**src/rtl/forth_pkg.sv**
```systemverilog
// ---------------------------------------------------------------------------
// forth_pkg
// Shared definitions for the forth CPU core and its boot controller.
//   DEF_IADDR_W / DEF_IDATA_W : default instruction address / word widths,
//                               kept here so the CPU and the loader agree
//   BOOT_SYNC                 : frame start byte of the boot protocol
//   boot_state_t              : boot controller state encoding
//   count_in_range()          : checks a frame word count against the imem depth
// ---------------------------------------------------------------------------
package forth_pkg;

    localparam int DEF_IADDR_W = 10;
    localparam int DEF_IDATA_W = 16;

    localparam logic [7:0] BOOT_SYNC = 8'hA5;

    typedef enum logic [2:0] {
        SYNC    = 3'd0,
        CNT_LO  = 3'd1,
        CNT_HI  = 3'd2,
        DATA_LO = 3'd3,
        DATA_HI = 3'd4,
        CSUM    = 3'd5,
        HOLD    = 3'd6,
        RUN     = 3'd7
    } boot_state_t;

    // A frame must carry at least one word and no more than the memory holds.
    function automatic logic count_in_range(input logic [15:0] cnt, input int depth);
        return (cnt != 16'd0) && ({16'd0, cnt} <= 32'(depth));
    endfunction

endpackage

```
**src/rtl/forth_boot_ctrl.sv**
```systemverilog
// ---------------------------------------------------------------------------
// forth_boot_ctrl
// Loads a program image from a byte stream into instruction memory and
// sequences the CPU reset around it.
//
// Frame: A5, CNT_LO, CNT_HI, N x (word_lo, word_hi), CSUM
//        CSUM is the XOR of every byte after the sync byte.
//
// Ports
//   clk        : system clock
//   reset      : asynchronous, active-high reset
//   rx_data    : incoming byte
//   rx_valid   : rx_data is valid
//   rx_ready   : byte accepted this cycle when rx_valid is also high
//                (combinational, low only while the CPU reset is being held)
//   imem_we    : one-cycle instruction memory write strobe
//   imem_waddr : write address (LOAD_BASE + word index, wraps)
//   imem_wdata : write data {hi, lo}
//   cpu_reset  : CPU reset, high until a verified image is released
//   boot_done  : high while the CPU runs a verified image
//   err        : last load failed; sticky until the next sync byte
// ---------------------------------------------------------------------------
module forth_boot_ctrl
    import forth_pkg::*;
#(
    parameter int IADDR_W    = DEF_IADDR_W,
    parameter int IDATA_W    = DEF_IDATA_W,
    parameter int IMEM_DEPTH = 1024,
    parameter int LOAD_BASE  = 0,
    parameter int RST_HOLD   = 4
) (
    input  logic               clk,
    input  logic               reset,
    input  logic [7:0]         rx_data,
    input  logic               rx_valid,
    output logic               rx_ready,
    output logic               imem_we,
    output logic [IADDR_W-1:0] imem_waddr,
    output logic [IDATA_W-1:0] imem_wdata,
    output logic               cpu_reset,
    output logic               boot_done,
    output logic               err
);

    // -----------------------------------------------------------------------
    // State and datapath registers
    // -----------------------------------------------------------------------
    boot_state_t        r_state;
    logic [15:0]        r_count;     // word count of the current frame
    logic [15:0]        r_index;     // index of the next word to write
    logic [7:0]         r_lo;        // low byte of the word being assembled
    logic [7:0]         r_xor;       // running checksum
    logic [3:0]         r_hold;      // reset-hold countdown
    logic               r_imem_we;
    logic [IADDR_W-1:0] r_imem_waddr;
    logic [IDATA_W-1:0] r_imem_wdata;
    logic               r_cpu_reset;
    logic               r_boot_done;
    logic               r_err;

    // -----------------------------------------------------------------------
    // Next-state values
    // -----------------------------------------------------------------------
    boot_state_t        w_state_next;
    logic [15:0]        w_count_next;
    logic [15:0]        w_index_next;
    logic [7:0]         w_lo_next;
    logic [7:0]         w_xor_next;
    logic [3:0]         w_hold_next;
    logic               w_imem_we_next;
    logic [IADDR_W-1:0] w_imem_waddr_next;
    logic [IDATA_W-1:0] w_imem_wdata_next;
    logic               w_cpu_reset_next;
    logic               w_boot_done_next;
    logic               w_err_next;

    // -----------------------------------------------------------------------
    // Helper signals
    // -----------------------------------------------------------------------
    logic               w_accept;
    logic               w_is_sync;
    logic [15:0]        w_count_full;
    logic               w_count_ok;
    logic [7:0]         w_xor_acc;
    logic [IADDR_W-1:0] w_word_addr;
    logic [IDATA_W-1:0] w_word_data;
    logic               w_last_word;
    logic [15:0]        w_index_inc;

    // Only the reset-hold window refuses bytes; a byte presented then is
    // left pending and is taken in the first RUN cycle.
    assign rx_ready     = (r_state != HOLD);
    assign w_accept     = rx_valid && rx_ready;
    assign w_is_sync    = (rx_data == BOOT_SYNC);

    // The count is validated on the very edge that accepts its high byte,
    // so use the incoming byte rather than waiting for it to land in r_count.
    assign w_count_full = {rx_data, r_count[7:0]};
    assign w_count_ok   = count_in_range(w_count_full, IMEM_DEPTH);

    assign w_xor_acc    = r_xor ^ rx_data;
    assign w_index_inc  = r_index + 16'd1;
    assign w_last_word  = (w_index_inc == r_count);

    // Address arithmetic deliberately truncates: loads past the top of the
    // address space wrap to the bottom.
    assign w_word_addr  = IADDR_W'(32'(LOAD_BASE) + {16'd0, r_index});
    assign w_word_data  = IDATA_W'({rx_data, r_lo});

    // -----------------------------------------------------------------------
    // Next-state logic
    // -----------------------------------------------------------------------
    always_comb begin
        w_state_next      = r_state;
        w_count_next      = r_count;
        w_index_next      = r_index;
        w_lo_next         = r_lo;
        w_xor_next        = r_xor;
        w_hold_next       = r_hold;
        w_imem_we_next    = 1'b0;
        w_imem_waddr_next = r_imem_waddr;
        w_imem_wdata_next = r_imem_wdata;
        w_cpu_reset_next  = r_cpu_reset;
        w_boot_done_next  = r_boot_done;
        w_err_next        = r_err;

        case (r_state)
            SYNC: begin
                if (w_accept && w_is_sync) begin
                    w_err_next   = 1'b0;
                    w_xor_next   = 8'd0;
                    w_state_next = CNT_LO;
                end
            end

            CNT_LO: begin
                if (w_accept) begin
                    w_count_next = {r_count[15:8], rx_data};
                    w_xor_next   = w_xor_acc;
                    w_state_next = CNT_HI;
                end
            end

            CNT_HI: begin
                if (w_accept) begin
                    w_count_next = w_count_full;
                    w_xor_next   = w_xor_acc;
                    if (w_count_ok) begin
                        w_index_next = 16'd0;
                        w_state_next = DATA_LO;
                    end else begin
                        w_err_next   = 1'b1;
                        w_state_next = SYNC;
                    end
                end
            end

            DATA_LO: begin
                if (w_accept) begin
                    w_lo_next    = rx_data;
                    w_xor_next   = w_xor_acc;
                    w_state_next = DATA_HI;
                end
            end

            DATA_HI: begin
                if (w_accept) begin
                    // Words go to imem before the checksum is known; the CPU
                    // is held in reset, so a bad image is never executed.
                    w_xor_next        = w_xor_acc;
                    w_imem_we_next    = 1'b1;
                    w_imem_waddr_next = w_word_addr;
                    w_imem_wdata_next = w_word_data;
                    w_index_next      = w_index_inc;
                    w_state_next      = w_last_word ? CSUM : DATA_LO;
                end
            end

            CSUM: begin
                if (w_accept) begin
                    if (rx_data == r_xor) begin
                        w_hold_next  = 4'(RST_HOLD);
                        w_state_next = HOLD;
                    end else begin
                        w_err_next   = 1'b1;
                        w_state_next = SYNC;
                    end
                end
            end

            HOLD: begin
                // Release on the edge that would take the counter to zero so
                // cpu_reset is high for exactly RST_HOLD cycles after CSUM.
                if (r_hold <= 4'd1) begin
                    w_hold_next      = 4'd0;
                    w_cpu_reset_next = 1'b0;
                    w_boot_done_next = 1'b1;
                    w_state_next     = RUN;
                end else begin
                    w_hold_next = r_hold - 4'd1;
                end
            end

            RUN: begin
                // A sync byte while running pulls the CPU back into reset and
                // restarts the load without needing a system reset.
                if (w_accept && w_is_sync) begin
                    w_cpu_reset_next = 1'b1;
                    w_boot_done_next = 1'b0;
                    w_err_next       = 1'b0;
                    w_xor_next       = 8'd0;
                    w_state_next     = CNT_LO;
                end
            end

            default: begin
                w_state_next = SYNC;
            end
        endcase
    end

    // -----------------------------------------------------------------------
    // Registers
    // -----------------------------------------------------------------------
    always_ff @(posedge clk or posedge reset) begin
        if (reset) begin
            r_state      <= SYNC;
            r_count      <= 16'd0;
            r_index      <= 16'd0;
            r_lo         <= 8'd0;
            r_xor        <= 8'd0;
            r_hold       <= 4'd0;
            r_imem_we    <= 1'b0;
            r_imem_waddr <= IADDR_W'(LOAD_BASE);
            r_imem_wdata <= '0;
            r_cpu_reset  <= 1'b1;
            r_boot_done  <= 1'b0;
            r_err        <= 1'b0;
        end else begin
            r_state      <= w_state_next;
            r_count      <= w_count_next;
            r_index      <= w_index_next;
            r_lo         <= w_lo_next;
            r_xor        <= w_xor_next;
            r_hold       <= w_hold_next;
            r_imem_we    <= w_imem_we_next;
            r_imem_waddr <= w_imem_waddr_next;
            r_imem_wdata <= w_imem_wdata_next;
            r_cpu_reset  <= w_cpu_reset_next;
            r_boot_done  <= w_boot_done_next;
            r_err        <= w_err_next;
        end
    end

    assign imem_we    = r_imem_we;
    assign imem_waddr = r_imem_waddr;
    assign imem_wdata = r_imem_wdata;
    assign cpu_reset  = r_cpu_reset;
    assign boot_done  = r_boot_done;
    assign err        = r_err;

endmodule

```
**config.mk**
```make
export PLATFORM = sky130hd
export DESIGN_NAME = forth_boot_ctrl
export DESIGN_NICKNAME = d
export VERILOG_FILES = /design/src/rtl/forth_pkg.sv /design/src/rtl/forth_boot_ctrl.sv
export SDC_FILE = /design/constraint.sdc
export NUM_CORES = 1
export LEC_CHECK = 0
export CAP_MARGIN = 0
export CORE_MARGIN = 2
export CORE_UTILIZATION = 57
export CTS_CLUSTER_SIZE = 16
export DETAILED_ROUTE_END_ITERATION = 16
export GPL_TIMING_DRIVEN = 0
export PLACE_DENSITY = 0.84
export SYNTH_ARGS = -nofsm -noshare
export SYNTH_HDL_FRONTEND = slang
export SYNTH_SLANG_ARGS = --single-unit
```
**constraint.sdc**
```tcl
create_clock -name clk -period 3.9 [get_ports clk]
set_input_delay 0.975 -clock clk [delete_from_list [all_inputs] [get_ports clk]]
set_output_delay 0.975 -clock clk [all_outputs]
set_load 0.02 [all_outputs]
```
==> metrics.cfg, run 1 <==
[critical_path]
r2r_start = r_index[0]$_DFFE_PP0P_
startpoint_type = primary input
worst-path-max-fanout = 9
crit-reg2reg-capture = r_state[1]$_DFFE_PP0P_
worst-endpoint-required_ns = 4.15
setup_slack_of_the_most_critical_reg_to_reg_path_ns = 1.00
criticalPathCategory = primary input to register
worstRegToRegCells = 8
critPathCaptureType = register
arrival_ns = 3.48

[sta]
setup_total_negative_slack_ns = 0
timing.final.crit_share = 0.8284
slew_violations = 0
finalCriticalPeriod_ns = 3.231
grt_setup_unrepaired = no
final.setup_skew_ns = 0.01191
final-setup-viol-count = 0
timing.slew.headroom = 0.3315
timing_hold_violations_final = 0
fin_hold_ws_ns = 0.4731
setup_slack_ns = 0.6693
max_slew.worst_pin.slew_ns = 0.9945
max_freq_mhz = 309.5

[clock_network]
worstSkewPairLatency_ns = 0.37
clock_tree.htree_level_count = 3
cts-hold-fix-buffers = 0
cts_num_sinks = 85
cts_buffer_depth = 2
cts_tree = done
clock_transition_at_the_registers_of_the_reported_paths_ns = 0.09
cts_setup_buffers = 0
postCtsResizedCells = 0
clock-root-buffer = sky130_fd_sc_hd__clkbuf_8
cts_inserted_buffers = 9

[floorplanning]
floorplan.initialDensity = 0.5943
die_height_microns = 91.43
rows = 31
ios = 42
die-area_sq_um = 8359
floorplan.die.width_microns = 91.43
floorplan.core_area_sq_um = 7331

[power]
power.clock.fraction = 0.171
p_seq_frac = 0.416
proportion_of_total_power_due_to_net_switching = 0.3908
internal-power_mw = 2.131
worst_case_vdd_ir_drop_uv = 369.7
p_switching_mw = 1.367
power_frac_comb = 0.414
power-per-cell-area_nw_per_um2 = 693.6
report.power.total_mw = 3.498
leakagePower_nw = 2.191

[detailed_routing]
dr.max_layer_used = met4
drtIter0Drc = 236
drc = 0
detailed_routing_wirelength_on_met1_mm = 4.211
dr_total_vias = 3592
ant_nets = 0
routed_via_density = 5.775
firstDrtPassIters = 5
met3RoutedLength_microns = 591
wl_met2_mm = 4.874
drt-wirelength-per-cell_microns = 15.77
wl_mm = 9.809

[placed_design]
detailed_place_hpwl_mm = 6.845
buffer_ports.inserted = 35
placement.cell_area_sq_um = 4861
final_replace_weighted_congestion = 0.9134
setup_ws_pre_cts_ns = 0.3406
number_of_instances_in_the_placed_design = 606

[flow_run]
max_cap_violation_count = 0

[global_routing]
first_global_vias = 3521
grt_start_max_net_pins = 51
grt_remaining_overflow = 0
antenna_found_initial = 0
grt_pass1_wl_mm = 16.79
globalRouteTotalUtil = 0.2538

[yosys]
post_synth_num_cell_types = 51
syn-instance-count = 471
netlist_area_sq_um = 4357
syn_nets = 485
synth-seq-area-share = 0.4885
synth.ff_latch_count = 85
ys_async_sr_fraction = 1.000
ys.warnings.count = 0
yosys_most_used_dff = sky130_fd_sc_hd__dfrtp_1
synth-edff-count = 0
syn_avg_cell_area_sq_um = 9.250

[run_status]
status = complete, no violations

[hold_path]
hold_class = register to register
holdPathEnd = imem_wdata[3]$_DFFE_PP0P_
hold_path_depth = 2
hold_path_startpoint = r_lo[3]$_DFFE_PP0P_

[cells_and_area]
layout.nets = 532
final_util = 0.6880
stdcell_area_sq_um = 5044
drive_above_1_share = 0.1052
area.growth.synth_to_final_pct = 15.77
finish.cell_count_without_fillers = 622
num_antenna_cells = 0

[layout make-up]
type	instances	area, sq um
multi-input cells	349	2083
clock buffers	10	137.6
fillers	556	2287
repair buffers	36	377.9
flip-flops and latches	85	2128
well taps	99	123.9
inverters	13	51.30
clock inverters	6	45.04
plain buffers	24	96.34
[cell usage after synthesis, types with 2 or more instances]
cell                        number  area (sq um)
sky130_fd_sc_hd__clkbuf_1       18         67.56
sky130_fd_sc_hd__nand4_1         5         31.28
sky130_fd_sc_hd__nand2_1       109         409.1
sky130_fd_sc_hd__ha_1            3         37.54
sky130_fd_sc_hd__a31oi_1         2         12.51
sky130_fd_sc_hd__and2_1          2         12.51
sky130_fd_sc_hd__mux2i_1         2         20.02
sky130_fd_sc_hd__nor2_1         28         105.1
sky130_fd_sc_hd__nor4_1          6         37.54
sky130_fd_sc_hd__a21oi_1         6         30.03
sky130_fd_sc_hd__nor3_1         11         55.05
sky130_fd_sc_hd__a22o_1          3         26.28
sky130_fd_sc_hd__or3_1           2         12.51
sky130_fd_sc_hd__and3_1          2         12.51
sky130_fd_sc_hd__a2bb2oi_1       2         17.52
sky130_fd_sc_hd__inv_1          12         45.04
sky130_fd_sc_hd__o211ai_1        2         15.01
sky130_fd_sc_hd__nand3_1        16         80.08
sky130_fd_sc_hd__mux2_2         24         270.3
sky130_fd_sc_hd__buf_1           3         11.26
sky130_fd_sc_hd__o21a_1          2         15.01
sky130_fd_sc_hd__nor2b_1         4         25.02
sky130_fd_sc_hd__nor4_2          2         25.02
sky130_fd_sc_hd__o22ai_1         4         25.02
sky130_fd_sc_hd__xnor2_1        21         183.9
sky130_fd_sc_hd__nor3b_1         2         15.01
sky130_fd_sc_hd__dfrtp_1        84          2102
sky130_fd_sc_hd__o21ai_0        43         215.2
sky130_fd_sc_hd__o31ai_1         5         37.54
sky130_fd_sc_hd__nand2b_1       12         75.07
sky130_fd_sc_hd__xor2_1         10         87.58
sky130_fd_sc_hd__or4_4           3         33.78
sky130_fd_sc_hd__o21ai_1         3         15.01
[worst max-delay path, stage by stage]
cell and delay [ns]:
sky130_fd_sc_hd__clkdlybuf4s50_1 0.64, sky130_fd_sc_hd__or4_1 0.58, sky130_fd_sc_hd__nor4_2 0.55, sky130_fd_sc_hd__a22oi_1 0.37
sky130_fd_sc_hd__o21ai_0 0.25, sky130_fd_sc_hd__o21ai_0 0.11
[cells in the final DEF, fill, tap and decap left out, drive strengths merged, types with 4 or more instances in the layout]
cell type        n
a21oi            6
nor2b            5
dfrtp           84
o21ai           46
nand2b          12
nor4             9
nor3            11
nand4            6
mux2            24
inv             14
clkdlybuf4s50   35
buf              6
nor2            28
xnor2           21
nand2          109
xor2            10
o31ai            5
nand3           17
clkbuf          29
o22ai            4
or4              4
[cells by family after synthesis]
kind of cell,share of synthesized area
xor gates and xnor gates,0.06232
buffers and inverters,0.03331
AOI/OAI and AO/OA,0.1083
and+or+nand+nor,0.2323
DFF,0.4885
muxes,0.06663
adders and majority gates,0.008617
[power by group through the flow]
stage                     Clock [mW]  Sequential [mW]  Combinational (mW)
after floorplan                    0             1.53               0.909
after global placement             0             1.44                1.38
after detailed placement           0             1.47                1.44
after CTS                      0.599             1.45                1.45
after global routing           0.639             1.50                1.60
final                          0.597             1.45                1.45
[layer usage]
layer  vias up  track usage
met3        18      0.05477
met2       142       0.4191
met1      1723       0.3332
met4         0      0.08333
li1       1709            -
met5         -            0
[worst max path at each step]
stage / start / end / slack, ns / depth (start not counted)
floorplan: reset / boot_done$_DFFE_PP0P_ / 0.73 / 1
global placement: reset / boot_done$_DFFE_PP0P_ / -0.51 / 2
detailed placement: rx_data[4] / r_xor[0]$_DFFE_PP0P_ / 0.34 / 6
CTS: rx_data[4] / r_xor[0]$_DFFE_PP0P_ / 0.72 / 6
global route: rx_data[4] / r_xor[7]$_DFFE_PP0P_ / 0.52 / 6
finish: rx_data[4] / r_xor[7]$_DFFE_PP0P_ / 0.67 / 6
[registers in the layout (all words and copies together) (netlist names)]
register and cells:
r_state 3, cpu_reset 1, boot_done 1, imem_waddr 10, r_lo 8, r_index 16
imem_wdata 16, err 1, r_xor 8, r_hold 4, imem_we 1, r_count 16
(Power assumes the default switching activity.)
==> run 2: changes to the inputs <==
--- a/config.mk
+++ b/config.mk
@@ -7,11 +7,11 @@
 export LEC_CHECK = 0
 export CAP_MARGIN = 0
 export CORE_MARGIN = 2
-export CORE_UTILIZATION = 57
+export CORE_UTILIZATION = 52
 export CTS_CLUSTER_SIZE = 16
 export DETAILED_ROUTE_END_ITERATION = 16
 export GPL_TIMING_DRIVEN = 0
-export PLACE_DENSITY = 0.84
+export PLACE_DENSITY = 0.8
 export SYNTH_ARGS = -nofsm -noshare
 export SYNTH_HDL_FRONTEND = slang
 export SYNTH_SLANG_ARGS = --single-unit
==> constraint.sdc (replaced) <==
create_clock -name clk -period 2.75 [get_ports clk]
set_input_delay 0.6875 -clock clk [delete_from_list [all_inputs] [get_ports clk]]
set_output_delay 0.6875 -clock clk [all_outputs]
set_load 0.02 [all_outputs]
==> run 2 against run 1 <==
Cell count increased by 1.3%. Non-clock buffer count grew 2. Clock power grew 33%. Power up 41%. Count of clock-buffer cells in the layout stayed put. Global-route usage fell by 2.3 points. Wire length down 0.65%. Clock skew increased by 0.00061 ns. Utilization is 6.2 points lower. Register-to-register slack worse by 0.90 ns. Critical path type is now register to register. Largest power group is now combinational logic.
==> metrics.cfg, run 2 (same netlist as run 1, synthesis figures left out) <==
[floorplanning]
floorplan.die.width_microns = 95.53
rows = 33
die-area_sq_um = 9126
floorplan.initialDensity = 0.5329
floorplan.core_area_sq_um = 8175
die_height_microns = 95.53
ios = 42

[flow_run]
max_cap_violation_count = 0

[critical_path]
worst-path-max-fanout = 7
criticalPathCategory = register to register
arrival_ns = 2.89
critPathCaptureType = register
worst-endpoint-required_ns = 2.99
startpoint_type = register
worstRegToRegCells = 8

[detailed_routing]
wl_mm = 9.745
dr_total_vias = 3583
ant_nets = 0
drtIter0Drc = 283
drc = 0
drt-wirelength-per-cell_microns = 15.47
firstDrtPassIters = 5
routed_via_density = 5.687

[hold_path]
hold_class = register to register
hold_path_depth = 2

[clock_network]
cts_num_sinks = 85
cts_tree = done
worstSkewPairLatency_ns = 0.35
cts_buffer_depth = 2
cts-hold-fix-buffers = 0
clock_tree.htree_level_count = 3
clock-root-buffer = sky130_fd_sc_hd__clkbuf_8
cts_inserted_buffers = 9
clock_transition_at_the_registers_of_the_reported_paths_ns = 0.09

[power]
p_switching_mw = 1.918
p_seq_frac = 0.418
proportion_of_total_power_due_to_net_switching = 0.3884
worst_case_vdd_ir_drop_uv = 403.4
leakagePower_nw = 2.202
power.clock.fraction = 0.161
internal-power_mw = 3.021
power_frac_comb = 0.421
power-per-cell-area_nw_per_um2 = 965.6

[sta]
max_freq_mhz = 377.6
max_slew.worst_pin.slew_ns = 0.9830
timing.final.crit_share = 0.9631
timing_hold_violations_final = 0
slew_violations = 0
final-setup-viol-count = 0
finalCriticalPeriod_ns = 2.648
fin_hold_ws_ns = 0.4762
final.setup_skew_ns = 0.01252
timing.slew.headroom = 0.3392

[placed_design]
detailed_place_hpwl_mm = 7.023
placement.cell_area_sq_um = 4890
final_replace_weighted_congestion = 0.8840
number_of_instances_in_the_placed_design = 613
buffer_ports.inserted = 35

[cells_and_area]
num_antenna_cells = 0
final_cell_mix = 109 x sky130_fd_sc_hd__nand2_1, 83 x sky130_fd_sc_hd__dfrtp_1, 43 x sky130_fd_sc_hd__o21ai_0, 33 x sky130_fd_sc_hd__clkdlybuf4s50_1, 28 x sky130_fd_sc_hd__nor2_1
layout.nets = 534
area.growth.synth_to_final_pct = 17.40
stdcell_area_sq_um = 5115
filler_cell_count = 668
final_util = 0.6257
final_common_cell = sky130_fd_sc_hd__nand2_1
finish.cell_count_without_fillers = 630
drive_above_1_share = 0.1181

[global_routing]
grt_pass1_wl_mm = 16.35
grt_start_max_net_pins = 39
globalRouteTotalUtil = 0.2308
antenna_found_initial = 0
grt_remaining_overflow = 0
first_global_vias = 3450

[run_status]
status = complete, no violations

-- run 2: cell count changes in the layout (fill, tap and decap cells not counted), sizes merged --
cell           delta
buf               +2
clkinv            +1
clkdlybuf4s50     -2
clkdlybuf4s15     +1
inv               -1
dlygate4sd2       +1
-- run 2: worst paths after layout --
kind	end	from	slack, ns
min in group asynchronous	imem_wdata[5]$_DFFE_PP0P_	reset	0.74
max in group asynchronous	r_index[13]$_DFFE_PP0P_	reset	1.42
hold reg to reg	imem_wdata[4]$_DFFE_PP0P_	r_lo[4]$_DFFE_PP0P_	0.48
hold / removal	imem_wdata[4]$_DFFE_PP0P_	r_lo[4]$_DFFE_PP0P_	0.48
setup reg to reg	r_state[1]$_DFFE_PP0P_	r_index[0]$_DFFE_PP0P_	0.10
setup / recovery	r_state[1]$_DFFE_PP0P_	r_index[0]$_DFFE_PP0P_	0.10
-- run 2: per-layer routing --
| metal | global-route usage | routed length (microns) | part of all wire | vias up |
|---|---|---|---|---|
| met5 | 0 | 0 | 0 | - |
| met4 | 0.07500 | 140 | 0.014 | 0 |
| met3 | 0.04506 | 535 | 0.055 | 14 |
| met2 | 0.3735 | 4801 | 0.49 | 93 |
| met1 | 0.3130 | 4268 | 0.44 | 1759 |
| li1 | - | - | - | 1717 |
-- run 2: worst max-delay path, cell delays in order (launching register included) --
cell,delay [ns]
sky130_fd_sc_hd__dfrtp_2,0.48
sky130_fd_sc_hd__ha_4,0.21
sky130_fd_sc_hd__nand3_4,0.14
sky130_fd_sc_hd__or4_4,0.57
sky130_fd_sc_hd__xnor2_1,0.14
sky130_fd_sc_hd__nor3_1,0.15
sky130_fd_sc_hd__nor3_1,0.08
sky130_fd_sc_hd__or4_4,0.55
sky130_fd_sc_hd__o21a_1,0.20
-- run 2: through the flow --
step	setup slack, ns	TNS, ns	power, mW
floorplan	0.1919	0	3.457
global placement	-0.4741	-10.47	4.007
detailed placement	-0.5629	-12.87	4.125
CTS	0.03502	0	4.939
global route	-0.01499	-0.01499	5.310
finish	0.1016	0	4.939
-- run 2: power by group through the flow --
stage	Clock (mW)	Combinational (mW)	Sequential, mW
finish	0.796	2.08	2.06
global route	0.876	2.31	2.12
CTS	0.816	2.07	2.05
detailed placement	0	2.05	2.07
global placement	0	1.96	2.05
floorplan	0	1.29	2.17
-- run 2: timing repair --
action	4_1_cts	5_1_grt
pin swaps	0	1
setup endpoints to repair	21	13
setup buffers	0	1
endpoints found under the hold margin	0	0
resized for setup	6	7
-- run 2: final cells by class --
type / count / area [sq um] / share of cell area
sequential: 85 / 2130 / 0.4163
multi-input combinational: 349 / 2126 / 0.4156
timing repair buffer: 38 / 404.1 / 0.07901
tap: 105 / 131.4 / 0.02568
clock buffer: 10 / 127.6 / 0.02495
buffer: 24 / 97.59 / 0.01908
inverter: 13 / 52.55 / 0.01027
clock inverter: 6 / 46.29 / 0.009051
==> edit: new RTL, settings of run 1 <==
The package constant `DEF_IDATA_W` goes from 16 to 20.
--- a/src/rtl/forth_pkg.sv
+++ b/src/rtl/forth_pkg.sv
@@ -12,3 +12,3 @@
     localparam int DEF_IADDR_W = 10;
-    localparam int DEF_IDATA_W = 16;
+    localparam int DEF_IDATA_W = 20;
 
Interface: changed (resized imem_wdata); port bits go from 42 to 46. No check against the original RTL was run, so the function may have changed too.
==> edit against run 1 <==
- setup slack gained 0.29 ns
- total power grew 2.6%
- first-iteration DRC count grew 8.1%
- utilization shrank 1.0 points
- synthesized area grew 3.7%
- die area grew 3.5%
- design area grew 3.3%
- critical path depth grew 3
- final cell count grew 4.8%
- routed wire length grew 11%
- sequential cell count is the same
- critical path type unchanged
==> edit: results <==
detailed_routing:
  avgViaCountPerCell: 5.92
  drtIter0Drc: 255
  drt_wl_total_um: 10900
power_and_ir_drop:
  peakVddDrop_v: 0.000540
  leakage_uw: 0.00236
  clockPowerShare_pct: 18.6
  p_sw_uw: 1440
place:
  place_congestion: 0.882
  portBuffers: 32
  placed_cells: 636
  post-dp-hpwl_um: 7330
grt:
  grt_pass1_wl_um: 18600
  grt_usage_pct: 27.2
  antenna_found_initial: 0
  grt_max_degree: 62
layout:
  layout.nets: 559
  fillCellCount: 622
  fin_cells: 652
  drive_gt1_share_pct: 13.3
yosys:
  syn_area_per_cell_sq_um: 9.07
  synth_area_leaders: "dfrtp_1, nand2_1, o21ai_0"
  ys_top_cells_by_count: "nand2_1, dfrtp_1, o21ai_0"
  synth_cell_types: 60
  synth-seq-area-share_pct: 47.1
setup_path:
  cp_max_fo: 10
  worstPathArrival_ns: 3.18
cts:
  postCtsSetupBuffers: 0
sta:
  fin_worst_skew_ns: 0.0207
  slew-limit-headroom_pct: 54.5
status:
  status: "finished, final reports clean"
[edit: changes by cell type in the layout (fill, tap and decap cells not counted), sizes merged, moves of 4 or more]
cell    before  now
mux2        24   16
nand3       17   24
conb         0    4
buf          6   17
o21ai       46   59
xnor2       21   14
nand2      109  122
nand2b      12    5
nor2        28   21
nor2b        5    1
[edit: cells by family (layout without fill, tap and decap cells)]
group | after synthesis | after routing | synth area share, %
muxes | 18 | 18 | 4.43
and+or+nand+nor | 221 | 221 | 23.9
AOI/OAI and AO/OA | 94 | 94 | 13.4
adders and majority gates | 3 | 3 | 0.831
buffers and inverters | 49 | 98 | 5.01
DFF | 85 | 85 | 47.1
xor gates and xnor gates | 27 | 27 | 5.24
other | 1 | 4 | 0.0830
[edit: cell type report]
| cell class | count | area, sq um | area share (%) |
|---|---|---|---|
| Inverter | 12 | 47.5 | 0.913 |
| Clock inverter | 6 | 76.3 | 1.46 |
| Sequential cell | 85 | 2130 | 40.9 |
| Buffer | 37 | 181 | 3.48 |
| Multi-Input combinational cell | 367 | 2170 | 41.7 |
| Clock buffer | 10 | 128 | 2.45 |
| Timing Repair Buffer | 33 | 348 | 6.68 |
| Tap cell | 102 | 128 | 2.45 |
[edit: per-layer routing]
| metal | vias up | wire length [um] | track usage [%] |
|---|---|---|---|
| li1 | 1801 | - | - |
| met5 | - | 0 | 0 |
| met1 | 1864 | 4650 | 35.7 |
| met3 | 36 | 629 | 5.16 |
| met2 | 160 | 5270 | 44.7 |
| met4 | 0 | 307 | 11.2 |
[edit: path summary, 6_finish.rpt]
kind                                         from                        end  slack [ns]  depth (start not counted)
setup / recovery                       rx_data[0]     r_index[7]$_DFFE_PP0P_        0.96                          9
hold / removal                r_lo[6]$_DFFE_PP0P_  imem_wdata[6]$_DFFE_PP0P_        0.48                          2
max in group asynchronous                   reset    r_count[10]$_DFFE_PP0P_        2.35                          3
hold reg to reg               r_lo[6]$_DFFE_PP0P_  imem_wdata[6]$_DFFE_PP0P_        0.48                          2
setup reg to reg           r_index[1]$_DFFE_PP0P_     r_state[1]$_DFFE_PP0P_        1.04                          9
min in group asynchronous                   reset  imem_waddr[5]$_DFFE_PP0P_        0.92                          2
[edit: worst max-delay path: stages]
cell and delay [ns]:
clkbuf_1 0.34, nor4_1 0.15, a311oi_1 0.32, a41oi_1 0.10
nor3_1 0.46, o21ai_1 0.30, buf_2 0.28, o21ai_1 0.16
o31ai_1 0.09
[edit: per-stage QoR]
stage                     worst slack [ns]  power, uW  area, sq um  util [%]
after CTS                            0.997       3580         5210      67.8
after detailed placement             0.621       2900         5010      65.1
after global placement              -0.484       2810         4980      64.7
after global routing                 0.741       3810         5210      67.8
after floorplan                      0.733       2440         4530         -
final                                0.958       3590         5210      67.8
